`src/rtl/frame_key_latch.sv`:
```
// Debounces one player's keycode, decodes it against eight control keycodes and
// latches held levels and accumulated press events once per video frame.
module frame_key_latch #(
    parameter logic [15:0] DEBOUNCE = 16'd1000
) (
    input  logic        clk,
    input  logic        reset,
    input  logic [7:0]  keycode,
    input  logic [63:0] controls,
    input  logic        frame_clk,
    output logic [7:0]  held,
    output logic [7:0]  pressed,
    output logic        frame_tick
);

    logic        sync1;
    logic        sync2;
    logic        sync3;
    logic        tick;
    logic [7:0]  last_code;
    logic [7:0]  stable_code;
    logic [15:0] cnt;
    logic [15:0] cnt_next;
    logic [7:0]  level;
    logic [7:0]  level_prev;
    logic [7:0]  key_edge;
    logic [7:0]  acc;

    assign tick     = sync2 & ~sync3;
    assign cnt_next = cnt + 16'd1;
    assign key_edge = level & ~level_prev;

    // Output bit j follows the packing of controls: bit 7 is index 0 ([63:56]).
    always_comb begin
        level = 8'h00;
        for (int j = 0; j < 8; j++) begin
            level[j] = (stable_code != 8'h00) && (stable_code == controls[8*j +: 8]);
        end
    end

    always_ff @(posedge clk) begin
        if (reset) begin
            sync1      <= 1'b0;
            sync2      <= 1'b0;
            sync3      <= 1'b0;
            frame_tick <= 1'b0;
        end else begin
            sync1      <= frame_clk;
            sync2      <= sync1;
            sync3      <= sync2;
            frame_tick <= tick;
        end
    end

    // Any change of keycode restarts the count; the count saturates at DEBOUNCE.
    always_ff @(posedge clk) begin
        if (reset) begin
            last_code   <= 8'h00;
            cnt         <= 16'd0;
            stable_code <= 8'h00;
        end else if (keycode != last_code) begin
            last_code <= keycode;
            cnt       <= 16'd0;
        end else if (cnt < DEBOUNCE) begin
            cnt <= cnt_next;
            if (cnt_next == DEBOUNCE) begin
                stable_code <= last_code;
            end
        end
    end

    // An edge coinciding with the tick goes straight into that frame's report.
    always_ff @(posedge clk) begin
        if (reset) begin
            level_prev <= 8'h00;
            acc        <= 8'h00;
            held       <= 8'h00;
            pressed    <= 8'h00;
        end else begin
            level_prev <= level;
            if (tick) begin
                pressed <= acc | key_edge;
                held    <= level;
                acc     <= 8'h00;
            end else begin
                acc <= acc | key_edge;
            end
        end
    end

endmodule

```
`config.mk`:
```
export PLATFORM = sky130hd
export DESIGN_NAME = frame_key_latch
export DESIGN_NICKNAME = d
export VERILOG_FILES = /design/src/rtl/frame_key_latch.sv
export SDC_FILE = /design/constraint.sdc
export NUM_CORES = 1
export LEC_CHECK = 0
export CORE_MARGIN = 2
export CORE_UTILIZATION = 48
export CTS_CLUSTER_SIZE = 10
export DETAILED_ROUTE_END_ITERATION = 8
export GPL_ROUTABILITY_DRIVEN = 1
export GPL_TIMING_DRIVEN = 0
export PLACE_DENSITY_LB_ADDON = 0.12
export SLEW_MARGIN = 20
export SYNTH_ARGS = -nofsm -noshare
export SYNTH_HDL_FRONTEND = slang
export SYNTH_SLANG_ARGS = --single-unit
```
`constraint.sdc`:
```
create_clock -name clk -period 2.4 [get_ports clk]
set_clock_uncertainty 0.15 [all_clocks]
set_input_delay 0.24 -clock clk [delete_from_list [all_inputs] [get_ports clk]]
set_output_delay 0.24 -clock clk [all_outputs]
set_load 0.1 [all_outputs]
```
==> reports/metrics.yaml <==
cells_and_area:
  layout-drive-gt1-share: 0.0700
  diodes: 0
  final_common_cell: "clkdlybuf4s50_1"
  layout.filler_cells: 584
  area_growth_pct: 37.4
  multi_input_area_um2: 1800
  post-route-util: 0.672
  fin_nets: 528
  ff_latch_area_um2: 1360
  final_cell_mix: "clkdlybuf4s50_1 (91), xnor2_1 (71), dfxtp_1 (68)"
clock_tree:
  cts_buffer_depth: 2
  numCtsBuffers: 9
  cts_max_level: 3
  cts.sinks: 68
  clkLatencyLatePin_ns: 0.34
  clk_pin_slew_ns: 0.08
  cts_hold_buf: 0
  cts_tree: "done"
  clockRootBuffer: "clkbuf_8"
placement:
  dp_slack_ns: -0.210
  dp_hpwl_mm: 5.97
  place.gp.congestion: 0.867
  port-buffer-count: 91
routing:
  drtIter0Drc: 100
  wl_per_cell_um: 14.6
  avgViaCountPerCell: 5.11
  antenna_left: 0
  drc_errors: 0
  dr_total_vias: 2744
  drt-pass1-iter-count: 4
  drt_wl_total_mm: 7.83
timing:
  period_needed_ns: 2.31
  finalCritPeriodShare: 0.963
  setup_slack_ns: 0.0880
  drv_slew: 0
  finalHoldViolations: 0
  fmax_mhz: 433
  worst_pin_slew_ns: 1.02
  setup_tns_ns: 0
  finalSetupViolations: 0
  whs_ns: 0.297
  relSlewSlack: 0.318
  grt_setup_unrepaired: "false"
min_path:
  holdPathEnd: "sync2$_SDFF_PP0_"
  worst_hold_path_type: "reg -> reg"
  hp-start: "sync1$_SDFF_PP0_"
  min_delay_path_depth: 1
power:
  vdd_drop_max_v: 0.000346
  p_per_area_nw_per_um2: 525
  finalPower_mw: 2.35
  leakagePower_nw: 1.44
synthesis:
  synthDistinctLibCells: 39
  synth_flop_cell: "dfxtp_1"
  netlist_instances: 354
  postSynthAreaPerCell_um2: 9.22
  synth_seq_area_share: 0.417
  syn-num-nets: 430
  ys_warn_count: 0
  synth_area_um2: 3260
  synth_edf_count: 0
  ys_ff_latch: 68
  synthArstFlopShare: 0
setup_path:
  crit_path_start_kind: "register"
  required_ns: 2.47
  critical-path-max-stage-delay_ns: 0.60
  crit_slowest_cell: "or4_1"
  cp_num_buf_inv: 2
  r2r-start: "stable_code[3]$_SDFFE_PP0P_"
  cp-end-kind: "register"
  worstPathCellList: "buf_2, or4_1, nor2_4, buf_2, nor3_1, a21oi_1, o21ai_0"
  crit_arrival_ns: 2.38
  rr_endpoint: "pressed[6]$_SDFFE_PP0P_"
  path_class: "reg -> reg"
  cp_top_family: "simple AND/OR/NAND/NOR gates"
  crit_cells: 7
  reg2reg_depth: 7
  rrSetupSlack_ns: 0.09
  crit_path_frequent_cell: "buf_2"
  cp_max_fo: 10
run:
  cap_violations: 0
die:
  die_x_um: 86.5
  die-height_um: 86.5
  ioPinCount: 92
  start_util: 0.489
  core_um2: 6680
  die-area_um2: 7480
  fp-row-count: 30
global_routing:
  grtUsageTotal: 0.220
  gr-total-overflow: 0
  grt_pass1_vias: 2694
  antenna_found_initial: 0
  grt_pass1_wl_mm: 12.8
  grt_max_degree: 15
outcome:
  outcome: "completed"
-- registers in the layout (all words and copies together), names as in the netlist --
| name | cells |
|---|---|
| sync1 | 1 |
| cnt | 16 |
| frame_tick | 1 |
| held | 8 |
| sync2 | 1 |
| pressed | 8 |
| sync3 | 1 |
| stable_code | 8 |
| level_prev | 8 |
| last_code | 8 |
| acc | 8 |
-- per-stage QoR --
step,cells,area [um2]
finish,537,4490
global route,537,4490
CTS,538,4470
detailed placement,525,4280
global placement,525,4280
floorplan,354,3260
-- synth_stat cells, types with 6 or more instances --
| cell | number | area share |
|---|---|---|
| a21oi_1 | 8 | 0.012 |
| and2_1 | 6 | 0.011 |
| clkbuf_1 | 12 | 0.014 |
| dfxtp_1 | 68 | 0.42 |
| inv_1 | 9 | 0.010 |
| mux2i_1 | 8 | 0.025 |
| nand2_1 | 17 | 0.020 |
| nand2b_1 | 18 | 0.034 |
| nand4_1 | 17 | 0.033 |
| nor2_1 | 25 | 0.029 |
| nor2b_1 | 12 | 0.023 |
| nor3_1 | 8 | 0.012 |
| nor4_1 | 14 | 0.027 |
| o21ai_0 | 13 | 0.020 |
| xnor2_1 | 71 | 0.19 |
| xor2_1 | 8 | 0.021 |
-- timing repair --
| item | in CTS | in global routing |
|---|---|---|
| pin swaps | 0 | 1 |
| setup buffers | 0 | 1 |
| endpoints found under the setup margin | 4 | 15 |
| resized for setup | 0 | 1 |
-- final cells by class --
cell class / instances / area share
plain buffers: 13 / 0.0120
clock inverters: 7 / 0.0181
repair buffers: 92 / 0.207
multi-input cells: 259 / 0.402
flip-flops and latches: 68 / 0.303
clock buffers: 9 / 0.0276
well taps: 80 / 0.0223
inverters: 9 / 0.00753
-- worst register-to-register path, stage by stage (launching register included) --
cell	delay, ns
dfxtp_1	0.31
buf_2	0.22
or4_1	0.61
nor2_4	0.22
buf_2	0.27
nor3_1	0.13
a21oi_1	0.19
o21ai_0	0.11
-- worst max path at each step --
stage	endpoint	startpoint	slack (ns)
after floorplan	stable_code[0]$_SDFFE_PP0P_	cnt[0]$_SDFFE_PP0N_	0.29
after global placement	stable_code[1]$_SDFFE_PP0P_	keycode[2]	-0.22
after detailed placement	stable_code[7]$_SDFFE_PP0P_	keycode[5]	-0.21
after CTS	stable_code[7]$_SDFFE_PP0P_	cnt[0]$_SDFFE_PP0N_	0.007
after global routing	pressed[6]$_SDFFE_PP0P_	stable_code[3]$_SDFFE_PP0P_	0.03
final	pressed[6]$_SDFFE_PP0P_	stable_code[3]$_SDFFE_PP0P_	0.09
-- routing by layer --
metal,vias up,part of all wire,track usage
li1,1386,-,-
met1,1292,0.44,0.268
met2,59,0.50,0.386
met3,7,0.049,0.0562
met4,0,0.0095,0.0582
met5,-,0,0
-- logic make-up after synthesis --
group	count (synthesis)	synth area share
flops	68	0.417
fa+ha+maj	1	0.00383
simple gates	139	0.241
xor+xnor	79	0.212
compound gates	32	0.0690
buf+inv	27	0.0326
mux	8	0.0245
-- power by group --
part	internal [mW]	switching [mW]	total, mW
registers	1.14	0.00561	1.14
logic	0.163	0.0807	0.244
clock network	0.494	0.474	0.968
Power figures use the tool's default switching activity.
